$ cat src/rtl/fdtd_load_sequencer.sv
// fdtd_load_sequencer: streams HPS initial conditions into the PE voltage
// memories (PE-major), pulses the PE reset, then runs the array until PE 0
// reports finishing_fdtd. Sole driver of the PE array's memory/compute lines.
module fdtd_load_sequencer #(
    parameter int Z_SIZE        = 110,
    parameter int R_SIZE        = 20,
    parameter int SETTLE_CYCLES = 4
) (
    input  logic        clk,
    input  logic        rst,
    input  logic        start,
    input  logic        abort,
    input  logic        in_valid,
    input  logic [26:0] in_data,
    output logic        in_ready,
    input  logic        finishing_fdtd,
    output logic        pe_rst,
    output logic [5:0]  target_pe,
    output logic [6:0]  addr,
    output logic [26:0] data,
    output logic        we,
    output logic        computing_on,
    output logic        busy,
    output logic        done,
    output logic [12:0] words_loaded
);

    localparam logic [2:0] S_IDLE   = 3'd0;
    localparam logic [2:0] S_LOAD   = 3'd1;
    localparam logic [2:0] S_SETTLE = 3'd2;
    localparam logic [2:0] S_PRST   = 3'd3;
    localparam logic [2:0] S_RUN    = 3'd4;
    localparam logic [2:0] S_DONE   = 3'd5;

    localparam int TOTAL = R_SIZE * Z_SIZE;
    // The 13-bit counter cannot represent 64*128; clamp the saturation point.
    localparam int SAT   = (TOTAL > 8191) ? 8191 : TOTAL;
    localparam int SW    = (SETTLE_CYCLES > 1) ? $clog2(SETTLE_CYCLES) : 1;

    logic [2:0]    state;
    logic [5:0]    wr_pe;
    logic [6:0]    wr_addr;
    logic [SW-1:0] settle_cnt;
    logic [1:0]    run_cnt;
    logic          accept;
    logic          last_word;

    assign in_ready  = (state == S_LOAD);
    assign accept    = in_valid && in_ready;
    assign last_word = (wr_pe == 6'(R_SIZE - 1)) && (wr_addr == 7'(Z_SIZE - 1));
    assign busy      = (state != S_IDLE) && (state != S_DONE);
    assign done      = (state == S_DONE);

    // Sequencer FSM, write pointer and registered PE-array outputs.
    // rst and abort share one clearing path; abort wins over start/accept.
    always_ff @(posedge clk) begin
        if (rst || abort) begin
            state        <= S_IDLE;
            wr_pe        <= '0;
            wr_addr      <= '0;
            settle_cnt   <= '0;
            run_cnt      <= '0;
            words_loaded <= '0;
            target_pe    <= '0;
            addr         <= '0;
            data         <= '0;
            we           <= 1'b0;
            pe_rst       <= 1'b0;
            computing_on <= 1'b0;
        end else begin
            we     <= 1'b0;
            pe_rst <= 1'b0;
            case (state)
                S_IDLE, S_DONE: begin
                    if (start) begin
                        state        <= S_LOAD;
                        wr_pe        <= '0;
                        wr_addr      <= '0;
                        words_loaded <= '0;
                        target_pe    <= '0;
                        addr         <= '0;
                    end
                end
                S_LOAD: begin
                    if (accept) begin
                        we        <= 1'b1;
                        data      <= in_data;
                        target_pe <= wr_pe;
                        addr      <= wr_addr;
                        if (words_loaded != 13'(SAT))
                            words_loaded <= words_loaded + 13'd1;
                        // Pointer parks on the final word so it stays valid after LOAD.
                        if (last_word) begin
                            state      <= S_SETTLE;
                            settle_cnt <= '0;
                        end else if (wr_addr == 7'(Z_SIZE - 1)) begin
                            wr_addr <= '0;
                            wr_pe   <= wr_pe + 6'd1;
                        end else begin
                            wr_addr <= wr_addr + 7'd1;
                        end
                    end
                end
                S_SETTLE: begin
                    if (settle_cnt == SW'(SETTLE_CYCLES - 1)) begin
                        state  <= S_PRST;
                        pe_rst <= 1'b1;
                    end else begin
                        settle_cnt <= settle_cnt + 1'b1;
                    end
                end
                S_PRST: begin
                    state        <= S_RUN;
                    computing_on <= 1'b1;
                    run_cnt      <= '0;
                    target_pe    <= '0;
                    addr         <= '0;
                    data         <= '0;
                end
                S_RUN: begin
                    // finishing_fdtd may be stale for two cycles after PE reset.
                    if (run_cnt != 2'd2) begin
                        run_cnt <= run_cnt + 2'd1;
                    end else if (finishing_fdtd) begin
                        computing_on <= 1'b0;
                        state        <= S_DONE;
                    end
                end
                default: state <= S_IDLE;
            endcase
        end
    end

endmodule

$ cat config.mk
export PLATFORM = sky130hd
export DESIGN_NAME = fdtd_load_sequencer
export DESIGN_NICKNAME = d
export VERILOG_FILES = /design/src/rtl/fdtd_load_sequencer.sv
export SDC_FILE = /design/constraint.sdc
export NUM_CORES = 1
export LEC_CHECK = 0
export BUFFER_PORTS_ARGS = -buffer_cell sky130_fd_sc_hd__buf_2
export CORE_ASPECT_RATIO = 0.8
export CORE_MARGIN = 2
export CORE_UTILIZATION = 49
export CTS_BUF_LIST = sky130_fd_sc_hd__clkbuf_2 sky130_fd_sc_hd__clkbuf_4 sky130_fd_sc_hd__clkbuf_8
export CTS_CLUSTER_SIZE = 10
export DETAILED_ROUTE_END_ITERATION = 10
export GPL_TIMING_DRIVEN = 0
export PLACE_DENSITY = 0.85
export SKIP_LAST_GASP = 1
export SLEW_MARGIN = 30
export SYNTH_ARGS = -nofsm -noshare
export SYNTH_HDL_FRONTEND = slang
export SYNTH_SLANG_ARGS = --single-unit
$ cat constraint.sdc
create_clock -name clk -period 1.9 [get_ports clk]
set_input_delay 0.38 -clock clk [delete_from_list [all_inputs] [get_ports clk]]
set_output_delay 0.38 -clock clk [all_outputs]
set_load 0.03 [all_outputs]
==> out/metrics.yaml, run 1 <==
sta:
  hold_slack_ns: 0.231
  relSlewSlack: 0.520
  rsz0062_at_grt: "true"
  worst_slack_ns: -0.170
  finClkSkew_ns: 0.00832
  setup_tns_ns: -1.37
  max_freq_mhz: 483
  finalSetupViolations: 20
  hold_viol_final: 0
  fin_crit_ns: 2.07
  slew_violations: 0
  finalCritPeriodShare: 1.09
  tightest_slew_ns: 0.710
routing:
  wl_met2_mm: 5.20
  wl_met1_mm: 4.52
  drc_errors: 0
  ant_nets: 0
  avgViaCountPerCell: 6.25
  drtPass1Iterations: 6
  routed_wl_mm: 11.1
  avgRoutedWirePerCell_um: 18.5
  routed-wl-met3_mm: 1.03
  dr.max_layer_used: "met4"
  drt_iter0_markers: 432
  route.vias.total: 3747
finish:
  antenna_cells: 0
  drive_above_1_share: 0.401
  area_growth_pct: 40.3
  nets: 551
placed_design:
  hpwl_mm: 6.28
  globalplace.congestion: 0.877
  post-place-ws_ns: -0.520
  io_buffers: 91
die:
  die_w_um: 96.7
  fp.dieH_um: 78.2
  start_util: 0.518
  rows: 26
  io_pins: 92
  dieArea_um2: 7560
  coreArea_um2: 6510
yosys:
  synth_flop_cell: "dfxtp_1"
  synth_common_cells: "76 x dfxtp_1, 44 x nor2_1, 32 x a21oi_1"
  synth_edf_count: 0
  synth_cell_types: 53
  synth_top_cell_area_share: 0.452
  async_flop_share: 0
  synthCells: 379
  syn-num-nets: 419
  synth.area.top_cells: "dfxtp_1 45%, nor2_1 4.9%, a21oi_1 4.8%"
  syn_avg_cell_area_um2: 8.89
  yosysSeqAreaShare: 0.452
  synth_top_area_cell: "dfxtp_1"
  synth_most_common_cell: "dfxtp_1"
  syn_area_um2: 3370
  ys_ff_latch: 76
  yosysWarnings: 0
worst_setup_path:
  critPathLaunchType: "flip-flop"
  required_ns: 2.18
  end_kind: "flip-flop"
  arrival_ns: 2.35
  crit_fanout: 10
  rrSetupSlack_ns: -0.17
  critPathLaunch: "state[2]"
  reg2reg_from: "state[2]"
  worstSetupPathType: "flip-flop to flip-flop"
  reg2regPathDepth: 8
  crit_path_end: "target_pe[4]"
  r2r_end: "target_pe[4]"
min_path:
  hold_path_class: "input port to flip-flop"
grt:
  grt_use_total: 0.244
  grt_antenna_before_repair: 0
  grt_pass1_vias: 3224
  grt_pass1_wl_mm: 15.3
  grt-ovfl-total: 0
  grt_start_max_net_pins: 17
clock_tree:
  worstSkewPairLatency_ns: 0.36
  cts_buffers: 9
  htreeDepth: 3
  cts_tree: "yes"
  cts_root_buffer: "clkbuf_8"
  clk_pin_slew_worst_paths_ns: 0.09
  clock_path_buffers: 2
  clock_sinks: 76
run:
  cap_violations: 0
power_and_ir_drop:
  totalPowerFinal_mw: 3.38
  comb_power_share: 0.132
  power_density_nw_per_um2: 715
  peakVddDrop_uv: 377
  p_switching_uw: 959
  power.leakage_nw: 1.94
  clockPowerShare: 0.395
  p_seq_frac: 0.473
  power_switching_share: 0.284
  internal-power_mw: 2.42
status:
  status: "finished with violations"
  violations: "negative setup slack"
-- critical path, stage by stage, from the launching register on --
cell	delay, ns
dfxtp_2	0.32
buf_4	0.16
mux2_4	0.23
o31ai_4	0.08
buf_6	0.15
buf_4	0.14
nor4b_1	0.63
a21oi_1	0.12
nor2_1	0.16
-- power by group through the flow --
stage,registers [mW],clock network [mW],logic [mW]
finish,1.60,1.33,0.444
global route,1.60,1.42,0.469
CTS,1.60,1.33,0.351
detailed placement,1.64,0,0.292
global placement,1.64,0,0.284
floorplan,1.65,0,0.179
-- kinds of logic (layout without fill, tap and decap cells) --
family | Yosys count | count (layout) | synth area share
simple gates | 142 | 142 | 0.229
flops | 76 | 76 | 0.452
compound gates | 119 | 119 | 0.246
fa+ha+maj | 7 | 7 | 0.0260
mux | 3 | 3 | 0.00966
buf+inv | 32 | 169 | 0.0379
-- worst min path at each step --
stage,slack (ns),end,depth (start not counted),from
after global routing,0.22,data[1],2,in_data[1]
after floorplan,0.44,settle_cnt[1],2,settle_cnt[1]
after global placement,0.45,settle_cnt[1],2,settle_cnt[1]
after detailed placement,0.45,data[14],1,data[14]
final,0.23,data[6],2,in_data[6]
after CTS,0.22,data[6],2,in_data[6]
-- per-layer routing --
metal  vias up  track usage
li1       1675            -
met1      1771        0.322
met2       263        0.387
met3        38       0.0641
met4         0       0.0930
met5         -            0
-- repair_timing --
item                       4_1_cts  5_1_grt
pin swaps                        8       19
hold buffers                     0        0
setup endpoints to repair       75       57
cloned                           0        0
resized for setup               39       39
setup buffers                   15       19
-- per-stage QoR --
step	utilization	instance area, µm²	instances
detailed placement	0.615	4000	554
global placement	0.615	4000	554
finish	0.726	4730	600
CTS	0.683	4450	583
global route	0.726	4730	600
floorplan	-	3440	379
-- placed cells by master (no fill, tap or decap), types with 7 or more instances in the layout --
cell      instances
o21ai_0          16
nor2_1           42
nor3_1            9
a22oi_1           9
dfxtp_4           8
clkbuf_1         11
a21oi_1          30
buf_4            36
nor4b_1          12
dfxtp_1          61
buf_2            91
nand2_1          18
clkbuf_8          9
a31oi_1           7
nand3_1          12
dfxtp_2           7
nand2b_1          7
a22o_1           18
-- sequential cells by signal, summed over array words and instances, names as in the netlist --
register      count
we                1
state             3
computing_on      1
target_pe         6
wr_addr           7
settle_cnt        2
wr_pe             6
pe_rst            1
data             27
words_loaded     13
run_cnt           2
addr              7
-- layout make-up --
| type | instances | area [µm²] |
|---|---|---|
| multi-input combinational | 271 | 1940 |
| timing repair buffer | 125 | 736 |
| sequential | 76 | 1560 |
| clock inverter | 7 | 85.1 |
| tap | 84 | 105 |
| fill | 448 | 1780 |
| buffer | 22 | 144 |
| inverter | 6 | 27.5 |
| clock buffer | 9 | 124 |
(Power assumes the default switching activity.)
==> inputs of run 2 (changes only) <==
--- a/config.mk
+++ b/config.mk
@@ -13,7 +13,7 @@
 export CTS_CLUSTER_SIZE = 10
 export DETAILED_ROUTE_END_ITERATION = 10
 export GPL_TIMING_DRIVEN = 0
-export PLACE_DENSITY = 0.85
+export PLACE_DENSITY = 0.89
 export SKIP_LAST_GASP = 1
 export SLEW_MARGIN = 30
 export SYNTH_ARGS = -nofsm -noshare
==> run 2 against run 1 <==
Cell count fell by 0.17%; final area is 3.4% higher; highest routed layer unchanged; critical endpoint is now wr_addr[3]; total power is 0.42% higher; the flow still finishes with violations (negative setup slack); routed wire length is 5.1% higher; maximum frequency about the same; largest cell class unchanged; combinational power rose by 11%.
==> out/metrics.yaml, run 2 (same netlist as run 1, synthesis figures left out) <==
placed_design:
  hpwl_mm: 6.61
  globalplace.congestion: 0.888
  placed_cell_area_um2: 4000
  io_buffers: 91
worst_setup_path:
  path_depth: 8
  critPathMaxStageDelay_ns: 0.55
  critical-path-top-delay-family: "simple AND/OR/NAND/NOR gates"
  rrSetupSlack_ns: -0.17
  path_buf_inv: 2
  worstSetupPathType: "flip-flop to flip-flop"
  end_kind: "flip-flop"
  cp_cell_sequence: "inv_2 -> ha_4 -> nand4b_1 -> buf_6 -> nor4_4 -> a211o_4 -> or4b_4 -> a21oi_2"
  reg2regPathDepth: 8
  arrival_ns: 2.36
  required_ns: 2.19
  crit_fanout: 4
  critPathLaunchType: "flip-flop"
  slowest_stage: "or4b_4"
grt:
  grt_pass1_vias: 3403
  grt_start_max_net_pins: 15
  grt_pass1_wl_mm: 16.0
  grt-ovfl-total: 0
  grt_antenna_before_repair: 0
  grt_use_total: 0.259
clock_tree:
  cts_buffers: 9
  cts_tree: "yes"
  clock_sinks: 76
  cts_root_buffer: "clkbuf_8"
  cts_hold_buffers: 0
  clk_pin_slew_worst_paths_ns: 0.09
  htreeDepth: 3
  clock_path_buffers: 2
  worstSkewPairLatency_ns: 0.36
routing:
  routed_wl_mm: 11.6
  drtPass1Iterations: 5
  drc_errors: 0
  ant_nets: 0
  drt_iter0_markers: 522
  avgRoutedWirePerCell_um: 19.4
  avgViaCountPerCell: 6.28
  route.vias.total: 3763
die:
  start_util: 0.518
  fp.dieH_um: 78.2
  dieArea_um2: 7560
  die_w_um: 96.7
  io_pins: 92
  rows: 26
  coreArea_um2: 6510
power_and_ir_drop:
  clockPowerShare: 0.382
  comb_power_share: 0.146
  internal-power_mw: 2.45
  totalPowerFinal_mw: 3.39
  power_switching_share: 0.279
  p_seq_frac: 0.472
  power_density_nw_per_um2: 694
  p_switching_uw: 947
  power.leakage_nw: 2.00
  peakVddDrop_uv: 502
run:
  cap_violations: 0
finish:
  nets: 550
  top_regs: "data x27, words_loaded x13"
  layout.cells.most_common_list: "90 x buf_2, 63 x dfxtp_1, 42 x nor2_1"
  largest-register: "data"
  fin_area_um2: 4890
  final_common_cell: "buf_2"
  largest_register_ffs: 27
  drive_above_1_share: 0.429
  area_growth_pct: 45.1
  antenna_cells: 0
sta:
  hold_viol_final: 0
  rsz0062_at_grt: "true"
  finalSetupViolations: 25
  slew_violations: 0
  fin_crit_ns: 2.07
  max_freq_mhz: 483
  finalCritPeriodShare: 1.09
  worst_slack_ns: -0.171
  setup_tns_ns: -1.21
  relSlewSlack: 0.573
  tightest_slew_ns: 0.641
  finClkSkew_ns: 0.00732
min_path:
  hold_depth: 2
  hold_path_class: "input port to flip-flop"
status:
  status: "finished with violations"
  violations: "negative setup slack"
==> run 2: path summary, 6_finish.rpt <==
kind               from    endpoint
max          wr_addr[1]  wr_addr[3]
min          in_data[7]     data[7]
max reg2reg  wr_addr[1]  wr_addr[3]
min reg2reg     data[8]     data[8]
==> run 2: metrics by stage <==
stage,worst slack (ns),util,hold WS (ns),instances
detailed placement,-0.529,0.615,0.456,554
global route,-0.193,0.751,0.223,599
floorplan,-0.161,-,0.438,379
finish,-0.171,0.751,0.227,599
CTS,-0.141,0.697,0.220,586
global placement,-0.454,0.615,0.447,554
==> run 2: repair_timing <==
item / 4_1_cts / 5_1_grt
pin swaps: 17 / 24
endpoints found under the hold margin: 0 / 0
cloned: 0 / 1
endpoints found under the setup margin: 75 / 62
gates resized for setup: 50 / 59
buffers inserted: 19 / 14
==> run 2: layer usage <==
layer  GRT usage  routed length, µm
met2       0.423               5430
met1       0.326               4510
met3      0.0677               1050
met5           0                  0
met4       0.113                649
==> run 2: area by class of cell <==
cell class	instances	area [µm²]
multi-input combinational	271	2050
fill	428	1620
sequential	76	1560
timing repair buffer	125	782
buffer	21	159
clock buffer	10	131
tap	84	105
clock inverter	6	71.3
inverter	6	32.5
==> run 2: power groups by stage <==
stage	Sequential, mW	Clock (mW)	Combinational [mW]
after floorplan	1.65	0	0.179
after CTS	1.60	1.28	0.387
after global placement	1.64	0	0.284
final	1.60	1.30	0.495
after detailed placement	1.64	0	0.295
after global routing	1.60	1.36	0.518
==> inputs of run 3 (changes only) <==
--- a/config.mk
+++ b/config.mk
@@ -5,15 +5,15 @@
 export SDC_FILE = /design/constraint.sdc
 export NUM_CORES = 1
 export LEC_CHECK = 0
-export BUFFER_PORTS_ARGS = -buffer_cell sky130_fd_sc_hd__buf_2
 export CORE_ASPECT_RATIO = 0.8
 export CORE_MARGIN = 2
-export CORE_UTILIZATION = 49
+export CORE_UTILIZATION = 56
 export CTS_BUF_LIST = sky130_fd_sc_hd__clkbuf_2 sky130_fd_sc_hd__clkbuf_4 sky130_fd_sc_hd__clkbuf_8
 export CTS_CLUSTER_SIZE = 10
 export DETAILED_ROUTE_END_ITERATION = 10
+export DONT_BUFFER_PORTS = 1
 export GPL_TIMING_DRIVEN = 0
-export PLACE_DENSITY = 0.89
+export PLACE_DENSITY = 0.85
 export SKIP_LAST_GASP = 1
 export SLEW_MARGIN = 30
 export SYNTH_ARGS = -nofsm -noshare
==> run 3 against run 2 <==
Largest cell class unchanged; critical path type unchanged; global-route usage increased by 0.98 points; critical endpoint unchanged; largest power group unchanged; the flow still finishes with violations (negative setup slack); cell count decreased by 16%; final area decreased by 9.5%; worst setup slack got worse by 0.19 ns; non-clock buffer count decreased by 95.
==> out/metrics.yaml, run 3 (same netlist as run 1, synthesis figures left out) <==
status:
  status: "finished with violations"
  violations: "negative setup slack"
finish:
  multiInputGateArea_um2: 2080
  n_fill_cell: 351
  largest-register: "data"
  nets: 455
  largest_register_ffs: 27
  layout.cells.most_common_list: "60 x dfxtp_1, 40 x nor2_1, 23 x a21oi_1"
  drive_above_1_share: 0.324
  seq_area_um2: 1550
  final_common_cell: "dfxtp_1"
  top_regs: "data x27, words_loaded x13"
  antenna_cells: 0
  area_growth_pct: 31.4
  stdcell_count: 501
clock_tree:
  cts_tree: "yes"
  worstSkewPairLatency_ns: 0.36
  cts_root_buffer: "clkbuf_8"
  cts_hold_buffers: 0
  clock_sinks: 76
  clock_path_buffers: 2
  htreeDepth: 3
  clk_pin_slew_worst_paths_ns: 0.08
  cts_buffers: 9
routing:
  routed-wl-met3_mm: 1.14
  route.vias.total: 3443
  wl_met2_mm: 4.91
  drc_errors: 0
  dr.max_layer_used: "met4"
  drtPass1Iterations: 6
  avgViaCountPerCell: 6.87
  ant_nets: 0
  drt_iter0_markers: 428
  wl_met1_mm: 4.02
  avgRoutedWirePerCell_um: 20.8
  routed_wl_mm: 10.4
die:
  die_w_um: 90.7
  dieArea_um2: 6650
  start_util: 0.576
  rows: 25
  fp.dieH_um: 73.4
  io_pins: 92
  coreArea_um2: 5850
worst_setup_path:
  end_kind: "flip-flop"
  worstSetupPathType: "flip-flop to flip-flop"
  required_ns: 2.19
  critPathLaunchType: "flip-flop"
  arrival_ns: 2.54
  crit_fanout: 5
  reg2regPathDepth: 6
sta:
  worst_slack_ns: -0.358
  max_freq_mhz: 443
  finalSetupViolations: 44
  fin_crit_ns: 2.26
  finClkSkew_ns: 0.00841
  hold_viol_final: 0
  slew_violations: 0
  hold_slack_ns: 0.154
  finalCritPeriodShare: 1.19
  rsz0062_at_grt: "true"
  relSlewSlack: 0.487
  tightest_slew_ns: 0.769
run:
  cap_violations: 0
grt:
  grt_start_max_net_pins: 15
  grt-ovfl-total: 0
  grt_pass1_wl_mm: 14.1
  grt_use_total: 0.269
  grt_pass1_vias: 2936
  grt_antenna_before_repair: 0
placed_design:
  io_buffers: 0
  post-place-ws_ns: -0.473
  globalplace.congestion: 0.961
  place_inst: 460
  hpwl_mm: 5.84
power_and_ir_drop:
  peakVddDrop_uv: 530
  power_density_nw_per_um2: 753
  totalPowerFinal_mw: 3.33
  power.leakage_nw: 1.51
min_path:
  hold_depth: 1
  hold_path_class: "input port to flip-flop"
run 3: changes by cell type in the layout (fill, tap and decap cells not counted), moves of 3 or more:
cell,previous run,this run
dfxtp_2,6,11
buf_2,90,2
nor4b_2,0,3
nor4b_1,9,6
clkinv_4,3,0
ha_4,3,0
dfxtp_1,63,60
buf_4,26,18
clkbuf_8,9,12
nor3_2,1,4
run 3: final timing paths:
path	start	end	slack, ns
max reg2reg	state[0]	wr_addr[3]	-0.36
min	in_data[14]	data[14]	0.15
min reg2reg	settle_cnt[0]	settle_cnt[0]	0.50
max	state[0]	wr_addr[3]	-0.36
run 3: critical path, cell delays in order, from the launching register on:
cell and delay (ns):
dfxtp_4 0.37, buf_6 0.10, nand2b_4 0.10, nand3b_1 0.47, a211o_4 0.53, or4b_1 0.48, a21oi_1 0.13
run 3: cell type report:
cell class | count | share of cell area
Multi-Input combinational cell | 271 | 0.469
Sequential cell | 76 | 0.351
Inverter | 6 | 0.00679
Buffer | 22 | 0.0399
Clock buffer | 10 | 0.0311
Clock inverter | 6 | 0.0153
Tap cell | 81 | 0.0229
Timing Repair Buffer | 29 | 0.0639
run 3: stage by stage:
| step | utilization | TNS (ns) | area (µm²) |
|---|---|---|---|
| floorplan | - | -0.609 | 3440 |
| global placement | 0.606 | -15.30 | 3540 |
| detailed placement | 0.606 | -18.80 | 3540 |
| CTS | 0.696 | -2.73 | 4070 |
| global route | 0.757 | -9.95 | 4430 |
| finish | 0.757 | -7.58 | 4430 |
run 3: power by group:
part / switching (mW) / internal, mW
logic: 0.250 / 0.179
clock network: 0.631 / 0.653
registers: 0.0232 / 1.59
total: 0.904 / 2.43
run 3: per-layer routing:
metal | track usage | vias to the layer above
li1 | - | 1486
met2 | 0.432 | 271
met1 | 0.340 | 1639
met4 | 0.108 | 0
met3 | 0.0872 | 47
met5 | 0 | -
run 3: what timing repair did:
action,4_1_cts,5_1_grt
pin swaps,12,28
resized for setup,47,65
setup buffers,18,7
endpoints found under the setup margin,75,65
cloned,2,2
